[src/rtl/udp_tx_arb.sv]
// ============================================================================
// Module      : udp_tx_arb
// Description : N-channel transmit arbiter in front of the UDP transmit engine
//               (round-robin or fixed priority, length check, gap, timeout).
// Revision    : 1.0 - initial release
// ============================================================================
`default_nettype none

module udp_tx_arb #(
   parameter int          CH_NUM      = 4,
   parameter int          ARB_MODE    = 0,
   parameter logic [15:0] MAX_BYTES   = 16'd1472,
   parameter int          GAP_CYC     = 12,
   parameter logic [19:0] TIMEOUT_CYC = 20'd200000
) (
   input  logic                 clk,
   input  logic                 rst_n,
   input  logic [CH_NUM-1:0]    ch_req,
   input  logic [16*CH_NUM-1:0] ch_byte_num,
   input  logic [48*CH_NUM-1:0] ch_des_mac,
   input  logic [32*CH_NUM-1:0] ch_des_ip,
   input  logic [32*CH_NUM-1:0] ch_data,
   output logic [CH_NUM-1:0]    ch_rd_en,
   output logic [CH_NUM-1:0]    ch_grant,
   output logic [CH_NUM-1:0]    ch_done,
   output logic [CH_NUM-1:0]    ch_err,
   output logic [CH_NUM-1:0]    ch_abort,
   output logic                 tx_start_en,
   output logic [15:0]          tx_byte_num,
   output logic [47:0]          des_mac,
   output logic [31:0]          des_ip,
   output logic [31:0]          tx_data,
   input  logic                 tx_req,
   input  logic                 tx_done,
   output logic                 busy
);

   localparam int IDX_W = (CH_NUM > 1) ? $clog2(CH_NUM) : 1;
   localparam int TO_W  = $clog2(TIMEOUT_CYC) + 1;
   localparam int GAP_W = $clog2(GAP_CYC) + 1;
   localparam logic [TO_W-1:0]  TO_LAST  = TO_W'(TIMEOUT_CYC - 20'd1);
   localparam logic [GAP_W-1:0] GAP_LAST = GAP_W'(GAP_CYC - 1);

   typedef enum logic [2:0] {
      S_IDLE  = 3'd0,
      S_ARB   = 3'd1,
      S_START = 3'd2,
      S_BUSY  = 3'd3,
      S_GAP   = 3'd4
   } state_t;

   state_t              state_q,    state_d;
   logic [CH_NUM-1:0]   req_q,      req_d;
   logic [IDX_W-1:0]    rr_ptr_q,   rr_ptr_d;
   logic [IDX_W-1:0]    idx_q,      idx_d;
   logic [CH_NUM-1:0]   grant_q,    grant_d;
   logic [15:0]         byte_num_q, byte_num_d;
   logic [47:0]         mac_q,      mac_d;
   logic [31:0]         ip_q,       ip_d;
   logic [CH_NUM-1:0]   done_q,     done_d;
   logic [CH_NUM-1:0]   err_q,      err_d;
   logic [CH_NUM-1:0]   abort_q,    abort_d;
   logic [TO_W-1:0]     to_cnt_q,   to_cnt_d;
   logic [GAP_W-1:0]    gap_cnt_q,  gap_cnt_d;

   logic [15:0] byte_arr [CH_NUM];
   logic [47:0] mac_arr  [CH_NUM];
   logic [31:0] ip_arr   [CH_NUM];
   logic [31:0] data_arr [CH_NUM];

   for (genvar gi = 0; gi < CH_NUM; gi++) begin : g_unpack
      assign byte_arr[gi] = ch_byte_num[16*gi +: 16];
      assign mac_arr[gi]  = ch_des_mac[48*gi +: 48];
      assign ip_arr[gi]   = ch_des_ip[32*gi +: 32];
      assign data_arr[gi] = ch_data[32*gi +: 32];
   end

   function automatic logic [IDX_W-1:0] nxt_idx(input logic [IDX_W-1:0] i);
      return (i == IDX_W'(CH_NUM - 1)) ? '0 : i + IDX_W'(1);
   endfunction

   function automatic logic [CH_NUM-1:0] to_oh(input logic [IDX_W-1:0] i);
      logic [CH_NUM-1:0] v;
      v    = '0;
      v[i] = 1'b1;
      return v;
   endfunction

   // Winner search over the requests captured in IDLE.
   logic [IDX_W-1:0] win_idx;
   logic             win_found;
   logic             win_bad;
   int               j;

   always_comb begin
      win_idx   = '0;
      win_found = 1'b0;
      j         = 0;
      for (int k = 0; k < CH_NUM; k++) begin
         if (ARB_MODE == 0) begin
            j = int'(rr_ptr_q) + k;
            if (j >= CH_NUM) j = j - CH_NUM;
         end else begin
            j = k;
         end
         if (!win_found && req_q[j]) begin
            win_found = 1'b1;
            win_idx   = IDX_W'(j);
         end
      end
      win_bad = (byte_arr[win_idx] == 16'd0) || (byte_arr[win_idx] > MAX_BYTES);
   end

   always_comb begin
      state_d    = state_q;
      req_d      = req_q;
      rr_ptr_d   = rr_ptr_q;
      idx_d      = idx_q;
      grant_d    = grant_q;
      byte_num_d = byte_num_q;
      mac_d      = mac_q;
      ip_d       = ip_q;
      done_d     = '0;
      err_d      = '0;
      abort_d    = '0;
      to_cnt_d   = to_cnt_q;
      gap_cnt_d  = gap_cnt_q;

      case (state_q)
         S_IDLE: begin
            if (|ch_req) begin
               req_d   = ch_req;
               state_d = S_ARB;
            end
         end
         S_ARB: begin
            if (win_bad) begin
               err_d     = to_oh(win_idx);
               rr_ptr_d  = nxt_idx(win_idx);
               gap_cnt_d = '0;
               state_d   = S_GAP;
            end else begin
               idx_d      = win_idx;
               grant_d    = to_oh(win_idx);
               byte_num_d = byte_arr[win_idx];
               mac_d      = mac_arr[win_idx];
               ip_d       = ip_arr[win_idx];
               state_d    = S_START;
            end
         end
         S_START: begin
            to_cnt_d = '0;
            state_d  = S_BUSY;
         end
         S_BUSY: begin
            // tx_done takes precedence over a same-cycle expiry.
            if (tx_done) begin
               done_d    = grant_q;
               rr_ptr_d  = nxt_idx(idx_q);
               grant_d   = '0;
               gap_cnt_d = '0;
               state_d   = S_GAP;
            end else if (to_cnt_q == TO_LAST) begin
               abort_d   = grant_q;
               rr_ptr_d  = nxt_idx(idx_q);
               grant_d   = '0;
               gap_cnt_d = '0;
               state_d   = S_GAP;
            end else if (to_cnt_q != '1) begin
               to_cnt_d = to_cnt_q + TO_W'(1);
            end
         end
         S_GAP: begin
            grant_d = '0;
            if (gap_cnt_q == GAP_LAST) begin
               state_d = S_IDLE;
            end else begin
               gap_cnt_d = gap_cnt_q + GAP_W'(1);
            end
         end
         default: state_d = S_IDLE;
      endcase
   end

   always_ff @(posedge clk or negedge rst_n) begin
      if (!rst_n) begin
         state_q    <= S_IDLE;
         req_q      <= '0;
         rr_ptr_q   <= '0;
         idx_q      <= '0;
         grant_q    <= '0;
         byte_num_q <= '0;
         mac_q      <= '0;
         ip_q       <= '0;
         done_q     <= '0;
         err_q      <= '0;
         abort_q    <= '0;
         to_cnt_q   <= '0;
         gap_cnt_q  <= '0;
      end else begin
         state_q    <= state_d;
         req_q      <= req_d;
         rr_ptr_q   <= rr_ptr_d;
         idx_q      <= idx_d;
         grant_q    <= grant_d;
         byte_num_q <= byte_num_d;
         mac_q      <= mac_d;
         ip_q       <= ip_d;
         done_q     <= done_d;
         err_q      <= err_d;
         abort_q    <= abort_d;
         to_cnt_q   <= to_cnt_d;
         gap_cnt_q  <= gap_cnt_d;
      end
   end

   assign tx_start_en = (state_q == S_START);
   assign busy        = (state_q != S_IDLE);
   assign tx_data     = (state_q == S_BUSY) ? data_arr[idx_q] : 32'd0;
   assign ch_rd_en    = (state_q == S_BUSY && tx_req) ? grant_q : '0;
   assign ch_grant    = grant_q;
   assign ch_done     = done_q;
   assign ch_err      = err_q;
   assign ch_abort    = abort_q;
   assign tx_byte_num = byte_num_q;
   assign des_mac     = mac_q;
   assign des_ip      = ip_q;

endmodule

`default_nettype wire

[config.mk]
export PLATFORM = sky130hd
export DESIGN_NAME = udp_tx_arb
export DESIGN_NICKNAME = d
export VERILOG_FILES = /design/src/rtl/udp_tx_arb.sv
export SDC_FILE = /design/constraint.sdc
export NUM_CORES = 1
export LEC_CHECK = 0
export CORE_AREA = 2 2 258 260
export DETAILED_ROUTE_END_ITERATION = 16
export DIE_AREA = 0 0 260 262
export GPL_TIMING_DRIVEN = 1
export PLACE_DENSITY = 0.47
export SLEW_MARGIN = 5
export SYNTH_ARGS = -nofsm -noshare
export SYNTH_HDL_FRONTEND = slang
export SYNTH_SLANG_ARGS = --single-unit
[constraint.sdc]
create_clock -name clk -period 3.1 [get_ports clk]
set_input_delay 0.62 -clock clk [delete_from_list [all_inputs] [get_ports clk]]
set_output_delay 0.62 -clock clk [all_outputs]
set_load 0.05 [all_outputs]
==> impl_summary.txt, run 1 <==
----------------------------------------------------
[Yosys]
  Library cell with the largest summed area after synthesis ... dfrtp_1
  Dominant cell by count in the synthesized netlist ... nand2_1
  Number of flops mapped to enable cells by yosys ... 0
  Synth top area cells ... dfrtp_1 (37%), nand2_1 (20%), nand3_1 (8.8%)
  Mean Syn Cell Area ... 7.61 um2
  Register bit count reported by yosys ... approximately 150
  Mapped Area ... between 9000 and 10000 um2
  Synthesized instance count ... between 1000 and 1500
  Post-synth top area share ... ~37%
  Count of warnings emitted by yosys ... 0
  FFs w/ async S/R, synth ... 100%
  Distinct cell type count of the synthesized netlist ... 54
  Primary flip-flop cell chosen by synthesis mapping ... dfrtp_1
  Synthesized netlist net count ... between 1500 and 2000
  Top cells by instance count after synthesis ... nand2_1 (519), nand3_1 (173), dfrtp_1 (147), o21ai_1 (87), clkbuf_1 (66)
  Sequential area share after synthesis ... a little under two fifths

[Timing]
  Max-slew violations ... 0
  TNS Setup ... -28.4 ps
  Worst hold margin ... about 150 ps
  Unrepaired setup endpoints after global routing ... true
  Worst-case setup margin in the final layout ... -16.3 ps
  Final count of hold timing violations ... 0
  Largest clock skew in the final design ... 11.0 ps
  Highest clock rate ... 321 MHz
  Final setup vio count ... 2
  Crit share post-route ... 101%
  Headroom to the max-slew limit ... around half
  Tightest Pin Transition ... between 700 and 800 ps
  Final min period ... just over 3000 ps

[Place]
  Post-placement worst setup slack ... -158 ps
  Number of port buffers ... about 670
  Global placement routability congestion ... around 0.87
  Hpwl dp ... around 44000 um

[Critical path]
  Kind of end point of the critical path ... flip-flop
  Largest stage delay on the critical path ... 380 ps
  Worst setup path class ... reg2reg
  Master of the slowest instance on the critical path ... dfrtp_1
  Cells traversed along the worst timing path ... buf_4 -> a311oi_4 -> buf_6 -> bufbuf_16 -> nor3b_1 -> a211oi_4 -> o22ai_2 -> nor4_4 -> mux2i_2 -> buf_4 -> nand2_2 -> o21a_4 -> mux2_4
  Required time of the critical path ... approximately 3500 ps
  Highest net fanout along the worst path ... 5
  Buf/Inv on CP ... 4
  R2r setup slk ... -20 ps
  Worst setup path startpoint ... req_q[2]
  Critical path launch point type ... flip-flop
  Worst path top cell family by delay ... compound AO/OA/AOI/OAI gates
  Arrival time at the worst endpoint ... 3470 ps
  Most used cell, CP ... buf_4
  Launching point of the worst reg2reg path ... req_q[2]

[Job]
  Reported max-cap violation count ... 0

[Clock network]
  Clock slew at reported path FFs ... 60 ps
  Clock latency reported for the late side of the worst-skew pair ... 470 ps
  Hold Buf Count CTS ... 0
  CTS tree ... built
  Cell at the root of the clock tree ... clkbuf_16
  Buffers from clock root to sink, at most ... 2
  Sinks on Clock Net ... around 150
  TritonCTS buffer count ... 17
  Maximum level of the CTS H-tree ... 4

[Floorplanning]
  Area enclosed by the die boundary ... between 60000 and 70000 um2
  Initial core utilization ... between 15 and 20%
  Area of the placeable core ... 65300 um2
  Chip Height ... approximately 260 um
  Number of rows created at floorplan ... 94
  Die boundary width ... 260 um
  I/O pin cnt ... between 600 and 700

[Global route]
  Maximum number of pins on one net before global-route repair ... between 100 and 150
  GRT Total Usage ... about 16%
  Total grt overflow ... 0
  Number of global-route vias before repair ... roughly 12000
  Global-route wire length before repair ... 77900 um
  Initial antenna violation count ... 1

[Layout]
  Post-synthesis to final-layout area growth ... 94.8%
  Multi-input gate area in the final layout ... around 6000 um2
  Filler cell count in the final layout ... around 7000
  Final #Nets ... 2494
  Fraction of layout cells with a size suffix above 1 ... around 12%
  Storage cell area ... roughly 3700 um2
  Antenna diode instance count ... 0

[Detailed routing]
  Total wire length ... about 55000 um
  Total number of vias ... between 10000 and 15000
  DR iter-0 viols ... approximately 500
  Post-DRT Antenna Nets ... 0
  Average vias per placed instance ... about 4.2
  Routed length per instance ... 19.5 um
  Number of remaining DRC errors ... 0
  Pre-Repair DR Iteration Count ... 5

[Worst hold path]
  Min-Delay Path Class ... in2async

[Status]
  Result of the run ... finished with violations
  Violated checks ... negative setup slack

[Power]
  Leakage power summed over all cells ... just over 8 nW
  IR Drop Worst-Case VDD ... approximately 1100 uV
  Ratio of total power to cell area ... 998 nW/um2

----------------------------------------------------
## cells by family (layout without fill, tap and decap cells)
| group | Yosys count | after routing | share of synthesized area (%) |
|---|---|---|---|
| compound gates | 127 | 127 | 7.56 |
| xor+xnor | 18 | 18 | 1.60 |
| fa+ha+maj | 7 | 7 | 0.887 |
| buf+inv | 106 | 786 | 5.13 |
| flops | 147 | 147 | 37.3 |
| mux | 57 | 57 | 9.96 |
| simple gates | 836 | 836 | 37.6 |
## cell usage in the layout, fill, tap and decap left out, drive strengths merged, types with 3 or more instances in the layout
cell type      netlist  final
clkdlybuf4s50        0    631
nor2                28     28
nor3b               14     14
inv                  9      9
clkinv               1      4
xnor2                6      6
o31ai                6      6
dfrtp              147    147
or2                  4      4
mux4                32     32
and3                16     16
bufinv               0      4
o22ai                4      4
a21oi                4      4
nor3                 9      9
or4                  5      5
and2                38     38
xor2                12     12
ha                   7      7
nand3              174    174
nand3b               3      3
nand4                5      5
nand2b               4      4
mux2                 7      7
o21ai               92     92
nand2              519    519
buf                 30    112
mux2i               18     18
clkbuf              66     23
nor4                 8      8
a211oi              14     14
## stage by stage
stage	utilization [%]	cell area, um2	power [mW]	std cells
after floorplan	-	9870	11.0	1298
after global placement	27.6	18000	15.9	2782
after detailed placement	27.6	18000	16.0	2782
after CTS	29.2	19100	19.2	2839
after global routing	29.5	19200	20.7	2842
final	29.5	19200	19.2	2842
## path summary, 6_finish.rpt
check / cells past startpoint / endpoint
worst max-delay path: 13 / rr_ptr_q[1]
worst min-delay path: 1 / des_mac[27]
worst max register to register: 13 / rr_ptr_q[1]
worst min register to register: 2 / des_ip[12]
max in group asynchronous: 2 / des_mac[47]
min in group clk: 2 / des_ip[12]
## power breakdown
group          switching, mW  internal (mW)  leakage (nW)
Clock                  0.854           1.38         0.292
Combinational           8.78           5.17          5.93
Sequential             0.436           2.57          1.92
## repair_timing
item	CTS	global route
gates cloned	4	1
pin swaps	12	5
buffers inserted	23	2
endpoints found under the hold margin	0	0
endpoints found under the setup margin	110	115
gates resized for setup	33	29
## worst register-to-register path, delay by kind of cell, from the launching register on
kind / cells / cell delay, ps
compound gates: 4 / 880
buf+inv: 4 / 750
flops: 1 / 380
mux: 2 / 640
simple gates: 3 / 350
## layout make-up
class                           instances  area share (%)
Clock buffer                           22            2.41
Tap cell                              864            5.62
Inverter                               10           0.247
Timing Repair Buffer                  745            41.0
Sequential cell                       147            19.1
Clock inverter                          8           0.794
Multi-Input combinational cell       1045            30.8
Timing Repair inverter                  1          0.0195
## registers in the layout, indices dropped and copies added, names as in the netlist
name and flops:
ch_grant 4, gap_cnt_q 5, des_ip 32, req_q 4
state_q 3, des_mac 48, ch_abort 4, idx_q 2
ch_done 4, to_cnt_q 19, rr_ptr_q 2, ch_err 4
tx_byte_num 16
## per-layer routing
metal  wire length [um]  global-route usage [%]  vias up  share of wire [%]
li1                   -                       -     5710                  -
met3               4370                    4.70       76                7.9
met1              19700                    16.0     5498                 35
met4               2510                    7.50        0                4.5
met2              28800                    28.7      528                 52
met5                  0                       0        -                  0
No activity file was read; power rests on OpenSTA's default activity.
==> inputs of run 2 (changes only) <==
CAP_MARGIN = 20   (was default)
==> results of run 2 <==
No change in the layout: final DEF, timing and power equal those of run 1.
